[src/rtl/mem_stage_pkg.sv]
// Shared types for the MEM stage: FSM encoding, access-size codes and the
// captured request record.
package mem_stage_pkg;

  typedef enum logic [1:0] {
    StIdle   = 2'd0,
    StAccess = 2'd1,
    StFault  = 2'd2
  } mem_state_e;

  typedef enum logic [1:0] {
    MemByte = 2'b00,
    MemHalf = 2'b01,
    MemWord = 2'b10
  } mem_size_e;

  typedef struct packed {
    logic [31:0] addr;
    logic [31:0] sdata;
    mem_size_e   size;
    logic        uns;
    logic        we;
    logic [4:0]  rd;
    logic        regwrite;
  } mem_req_t;

  // Byte accesses are always aligned; the unused size code is treated as a word.
  function automatic logic addr_aligned(input mem_size_e size, input logic [1:0] lo);
    logic ok;
    case (size)
      MemByte: ok = 1'b1;
      MemHalf: ok = ~lo[0];
      default: ok = (lo == 2'b00);
    endcase
    return ok;
  endfunction

endpackage

[src/rtl/mem_align.sv]
// Combinational lane steering: store strobes/replication, load extraction and
// the alignment check.
module mem_align
  import mem_stage_pkg::*;
(
  input  logic [1:0]  addr_lo_i,
  input  mem_size_e   size_i,
  input  logic        unsigned_i,
  input  logic [31:0] storedata_i,
  input  logic [31:0] rdata_i,
  output logic [3:0]  wstrb_o,
  output logic [31:0] wdata_o,
  output logic [31:0] loaddata_o,
  output logic        aligned_o
);

  logic [31:0] lane;

  always_comb begin
    lane       = rdata_i >> {addr_lo_i, 3'b000};
    aligned_o  = addr_aligned(size_i, addr_lo_i);
    wstrb_o    = 4'b1111;
    wdata_o    = storedata_i;
    loaddata_o = rdata_i;
    case (size_i)
      MemByte: begin
        wstrb_o    = 4'b0001 << addr_lo_i;
        wdata_o    = {4{storedata_i[7:0]}};
        loaddata_o = {{24{~unsigned_i & lane[7]}}, lane[7:0]};
      end
      MemHalf: begin
        wstrb_o    = 4'b0011 << addr_lo_i;
        wdata_o    = {2{storedata_i[15:0]}};
        loaddata_o = {{16{~unsigned_i & lane[15]}}, lane[15:0]};
      end
      default: begin
        wstrb_o    = 4'b1111;
        wdata_o    = storedata_i;
        loaddata_o = rdata_i;
      end
    endcase
  end

endmodule

[src/rtl/mem_stage.sv]
// Pipeline MEM stage: issues data-memory accesses, stalls the front end while
// waiting for dmem_ack, and fills the MEM/WB register.
module mem_stage
  import mem_stage_pkg::*;
#(
  parameter int unsigned TIMEOUT = 64
) (
  input  logic        clk,
  input  logic        reset,
  input  logic        ex_valid,
  input  logic [31:0] aluresult,
  input  logic [31:0] storedata,
  input  logic        memread,
  input  logic        memwrite,
  input  logic [1:0]  memsize,
  input  logic        memunsigned,
  input  logic        regwrite,
  input  logic [4:0]  rd,
  output logic        dmem_req,
  output logic        dmem_we,
  output logic [31:0] dmem_addr,
  output logic [31:0] dmem_wdata,
  output logic [3:0]  dmem_wstrb,
  input  logic        dmem_ack,
  input  logic [31:0] dmem_rdata,
  output logic        mem_stall,
  output logic        wb_valid,
  output logic        wb_regwrite,
  output logic [4:0]  wb_rd,
  output logic [31:0] wb_data,
  output logic        mem_fault
);

  localparam int unsigned CntW = ($clog2(TIMEOUT + 1) > 6) ? $clog2(TIMEOUT + 1) : 6;
  localparam logic [CntW-1:0] CntLast = CntW'(TIMEOUT - 1);

  mem_state_e      state_q, state_d;
  logic [CntW-1:0] cnt_q, cnt_d;
  mem_req_t        req_in, req_q, cur;

  logic        is_mem, aligned, req_go, done;
  logic [3:0]  strb;
  logic [31:0] wdata, ldata;

  logic        wb_valid_d, wb_regwrite_d;
  logic [4:0]  wb_rd_d;
  logic [31:0] wb_data_d;

  // The instruction is captured while IDLE so ACCESS drives a frozen copy.
  always_comb begin
    req_in.addr     = aluresult;
    req_in.sdata    = storedata;
    req_in.size     = mem_size_e'(memsize);
    req_in.uns      = memunsigned;
    req_in.we       = memwrite;
    req_in.rd       = rd;
    req_in.regwrite = regwrite;
    cur             = (state_q == StAccess) ? req_q : req_in;
    is_mem          = ex_valid & (memread | memwrite);
  end

  mem_align u_align (
    .addr_lo_i   (cur.addr[1:0]),
    .size_i      (cur.size),
    .unsigned_i  (cur.uns),
    .storedata_i (cur.sdata),
    .rdata_i     (dmem_rdata),
    .wstrb_o     (strb),
    .wdata_o     (wdata),
    .loaddata_o  (ldata),
    .aligned_o   (aligned)
  );

  // State register
  always_ff @(posedge clk or posedge reset) begin
    if (reset) begin
      state_q <= StIdle;
    end else begin
      state_q <= state_d;
    end
  end

  // Next-state logic
  always_comb begin
    state_d = state_q;
    unique case (state_q)
      StIdle: begin
        if (is_mem) begin
          if (!aligned) begin
            state_d = StFault;
          end else if (!dmem_ack) begin
            state_d = StAccess;
          end
        end
      end
      StAccess: begin
        if (dmem_ack) begin
          state_d = StIdle;
        end else if (cnt_q == CntLast) begin
          state_d = StFault;
        end
      end
      StFault: state_d = StIdle;
      default: state_d = StIdle;
    endcase
  end

  // Output logic; reset masks the combinational paths from the EX/MEM inputs.
  always_comb begin
    req_go     = ((state_q == StIdle) & is_mem & aligned) | (state_q == StAccess);
    done       = req_go & dmem_ack;
    dmem_req   = ~reset & req_go;
    dmem_we    = dmem_req & cur.we;
    dmem_wstrb = dmem_we ? strb : 4'b0000;
    dmem_addr  = {cur.addr[31:2], 2'b00};
    dmem_wdata = wdata;
    mem_stall  = ~reset & (((state_q == StIdle) & is_mem & ~(aligned & dmem_ack)) |
                           ((state_q == StAccess) & ~dmem_ack));
    mem_fault  = ~reset & (state_q == StFault);
  end

  // MEM/WB next value: ALU results and completed loads; everything else is a bubble.
  always_comb begin
    wb_valid_d    = 1'b0;
    wb_regwrite_d = 1'b0;
    wb_rd_d       = '0;
    wb_data_d     = '0;
    if ((state_q == StIdle) && ex_valid && !(memread || memwrite)) begin
      wb_valid_d    = 1'b1;
      wb_regwrite_d = regwrite;
      wb_rd_d       = rd;
      wb_data_d     = aluresult;
    end else if (done && !cur.we) begin
      wb_valid_d    = 1'b1;
      wb_regwrite_d = cur.regwrite;
      wb_rd_d       = cur.rd;
      wb_data_d     = ldata;
    end
  end

  always_comb begin
    cnt_d = (state_q == StAccess) ? cnt_q + 1'b1 : '0;
  end

  always_ff @(posedge clk or posedge reset) begin
    if (reset) begin
      cnt_q       <= '0;
      req_q       <= '0;
      wb_valid    <= 1'b0;
      wb_regwrite <= 1'b0;
      wb_rd       <= '0;
      wb_data     <= '0;
    end else begin
      cnt_q       <= cnt_d;
      if (state_q == StIdle) begin
        req_q <= req_in;
      end
      wb_valid    <= wb_valid_d;
      wb_regwrite <= wb_regwrite_d;
      wb_rd       <= wb_rd_d;
      wb_data     <= wb_data_d;
    end
  end

endmodule
[config.mk]
export PLATFORM = sky130hd
export DESIGN_NAME = mem_stage
export DESIGN_NICKNAME = d
export VERILOG_FILES = /design/src/rtl/mem_stage_pkg.sv /design/src/rtl/mem_align.sv /design/src/rtl/mem_stage.sv
export SDC_FILE = /design/constraint.sdc
export NUM_CORES = 1
export LEC_CHECK = 0
export CORE_ASPECT_RATIO = 0.75
export CORE_MARGIN = 4
export CORE_UTILIZATION = 30
export CTS_BUF_LIST = sky130_fd_sc_hd__clkbuf_2 sky130_fd_sc_hd__clkbuf_4 sky130_fd_sc_hd__clkbuf_8
export CTS_CLUSTER_DIAMETER = 60
export CTS_CLUSTER_SIZE = 16
export DETAILED_ROUTE_END_ITERATION = 6
export PLACE_DENSITY_LB_ADDON = 0.2
export SETUP_SLACK_MARGIN = 0.15
export SLEW_MARGIN = 20
export SYNTH_ARGS = -nofsm -noshare
export SYNTH_HDL_FRONTEND = slang
export SYNTH_SLANG_ARGS = --single-unit
[constraint.sdc]
create_clock -name clk -period 6.7 [get_ports clk]
set_input_delay 1.675 -clock clk [delete_from_list [all_inputs] [get_ports clk]]
set_output_delay 1.675 -clock clk [all_outputs]
set_load 0.01 [all_outputs]
==> metrics.yaml <==
timing:
  drv_slew: 0
  hold_viol_final: 0
  skew_ns: 0.0122
  min_period_ns: 5.93
  rsz0062_at_grt: "no"
  hold-worst-slack_ns: 0.472
  setup_violations: 0
  setup_tns_ns: 0
  period_share_pct: 88.5
  worst_pin_slew_ns: 1.05
  relSlewSlack_pct: 29.8
  fmax_mhz: 169
critical_path:
  cp-end-kind: "output pin"
  start_kind: "input port"
  worstPathMaxFanout: 22
  arrival_ns: 4.25
  path_class: "in -> out"
  worstPathRequired_ns: 5.03
final_layout:
  n_fill_cell: 2138
  layout_commonest_cell: "clkdlybuf4s50_1"
  area_growth_pct: 42.3
  layout-drive-gt1-share_pct: 18.3
  layout_common_cells: "clkdlybuf4s50_1, nand2_1, dfrtp_1"
  nets: 963
power_and_ir_drop:
  ir_drop_v: 0.000108
  powerDensity_mw_per_mm2: 236
  p_switching_mw: 0.734
  combPwrFrac_pct: 32.9
  p_int_mw: 1.51
  seqPwrFrac_pct: 39.3
  power_mw: 2.24
  sw_frac_of_total_pct: 32.7
  p_leak_nw: 3.99
  pwr-share-clk_pct: 27.8
clock_tree:
  insertion_delay_ns: 0.44
  cts_buffers: 17
  tritoncts: "yes"
  htreeDepth: 4
  ctsRootBufferMaster: "clkbuf_8"
  post_cts_resized: 0
  cts_hold_repair.buffers: 0
  clock_sinks: 122
  cts.path.max_buffers: 2
  cts_setup_buffers: 0
  clk_pin_slew_ns: 0.08
routing:
  vias: 5780
  initialDrtViolationCount: 417
  remaining_drc_errors: 0
  detail-route-antenna-nets: 0
  vias_per_cell: 4.99
  drt_wl_total_mm: 23.1
  first_pass_iters: 7
  wl_per_cell_um: 19.9
logic_synthesis:
  async_flop_share_pct: 100
  synthDistinctLibCells: 57
  avgSynthCellArea_um2: 10.3
  synth_cells: 648
  synth-edff-count: 0
  synth-main-ff-cell: "dfrtp_1"
  synth.ff_latch_count: 122
  yosysWarnings: 0
  yosysSeqAreaShare_pct: 45.7
  syn-cell-area_mm2: 0.00669
global_routing:
  track_usage_pct: 18.4
  antenna_found_initial: 2
  grt_max_degree: 83
  grt_overflow: 0
  grt_pass1_wl_mm: 35.7
  grt_pass1_vias: 5827
placed_design:
  io_buffers: 219
  dp_hpwl_mm: 16.4
  place.gp.congestion: 0.837
run:
  max-cap-violations: 0
die:
  rows: 47
  pin_count: 222
  die-area_mm2: 0.0248
  die_w_um: 180
  dieHeight_um: 137
  start_util_pct: 30.4
  core_mm2: 0.0220
worst_hold_path:
  hold_class: "reg -> reg"
outcome:
  outcome: "finished, final reports clean"
-- metal layers --
| layer | up-vias | routed length, um | GRT usage [%] |
|---|---|---|---|
| li1 | 2753 | - | - |
| met1 | 2827 | 11300 | 26.5 |
| met2 | 175 | 9900 | 26.8 |
| met3 | 23 | 1460 | 5.09 |
| met4 | 2 | 433 | 5.96 |
| met5 | - | 13 | 0 |
-- stage by stage --
stage	setup slack [ns]	instances	utilization (%)	area (um2)
floorplan	1.78	649	-	6690
global placement	0.593	1125	41.5	9130
detailed placement	0.550	1125	41.5	9130
CTS	0.548	1157	43.2	9500
global route	0.631	1159	43.3	9510
finish	0.771	1159	43.3	9510
-- area by class of cell --
class                      instances  area (um2)  share of cell area (%)
multi-input combinational        465        3370                    35.5
sequential                       122        3050                    32.1
timing repair buffer             233        2300                    24.2
tap                              294         368                    3.87
clock buffer                      18         241                    2.54
clock inverter                    14         124                    1.30
inverter                          12        50.0                   0.526
antenna                            1        2.50                  0.0263
-- Yosys cell counts, drive strengths merged, types with 3 or more instances --
library cell / n / area share [%]
nor2: 23 / 1.3
inv: 12 / 0.67
clkbuf: 33 / 1.9
mux2: 94 / 16
nor3b: 3 / 0.41
and2: 3 / 0.28
nand2: 141 / 7.9
or3: 4 / 0.37
o21ai: 17 / 1.3
buf: 17 / 1.8
o31ai: 18 / 2.1
and4bb: 3 / 0.56
mux2i: 39 / 5.9
o32ai: 16 / 2.1
a21oi: 24 / 1.9
nor2b: 3 / 0.39
a31oi: 6 / 0.79
o221ai: 4 / 0.52
a222oi: 7 / 1.0
o22a: 5 / 0.66
a221oi: 9 / 1.4
dfrtp: 122 / 46
and3: 11 / 1.0
nand3: 4 / 0.30
o41ai: 8 / 1.0
-- sequential cells by signal, indices dropped and copies added (netlist names) --
| signal | cells |
|---|---|
| wb_valid | 1 |
| wb_rd | 5 |
| wb_data | 32 |
| cnt_q | 7 |
| req_q | 74 |
| state_q | 2 |
| wb_regwrite | 1 |
-- kinds of logic (layout without fill, tap and decap cells) --
logic type                 count (synthesis)  in the layout  share of synthesized area, %
adders and majority gates                  1              1                         0.187
other                                      1              3                        0.0561
xor gates and xnor gates                   3              3                         0.393
muxes                                    133            133                          21.8
and+or+nand+nor                          202            202                          13.3
DFF                                      122            122                          45.7
AOI/OAI and AO/OA                        124            124                          14.2
buffers and inverters                     62            277                          4.32
-- power groups by stage --
stage | clock network (mW) | registers, mW | logic [mW]
global route | 0.677 | 0.892 | 0.800
finish | 0.624 | 0.881 | 0.739
CTS | 0.650 | 0.880 | 0.745
floorplan | 0 | 0.890 | 0.400
detailed placement | 0 | 0.894 | 0.742
global placement | 0 | 0.891 | 0.741
-- critical path: stages --
cell,delay (ns)
clkdlybuf4s50_1,0.56
inv_1,0.21
a31oi_4,0.17
buf_4,0.25
o21a_1,0.22
or3b_1,0.42
a21oi_1,0.14
clkdlybuf4s50_1,0.60
-- path summary, 6_finish.rpt --
| kind | start | cells past startpoint | slack (ns) | to |
|---|---|---|---|---|
| max | memsize[1] | 8 | 0.77 | mem_stall |
| min | cnt_q[0]$_DFF_PP0_ | 1 | 0.47 | cnt_q[0]$_DFF_PP0_ |
| max reg2reg | state_q[0]$_DFFE_PP0P_ | 6 | 3.36 | wb_data[17]$_DFF_PP0_ |
| min reg2reg | cnt_q[0]$_DFF_PP0_ | 1 | 0.47 | cnt_q[0]$_DFF_PP0_ |
| max in group asynchronous | reset | 3 | 3.76 | cnt_q[4]$_DFF_PP0_ |
| min in group asynchronous | reset | 2 | 1.90 | req_q[4]$_DFFE_PP0N_ |
No activity file was read; power rests on OpenSTA's default activity.
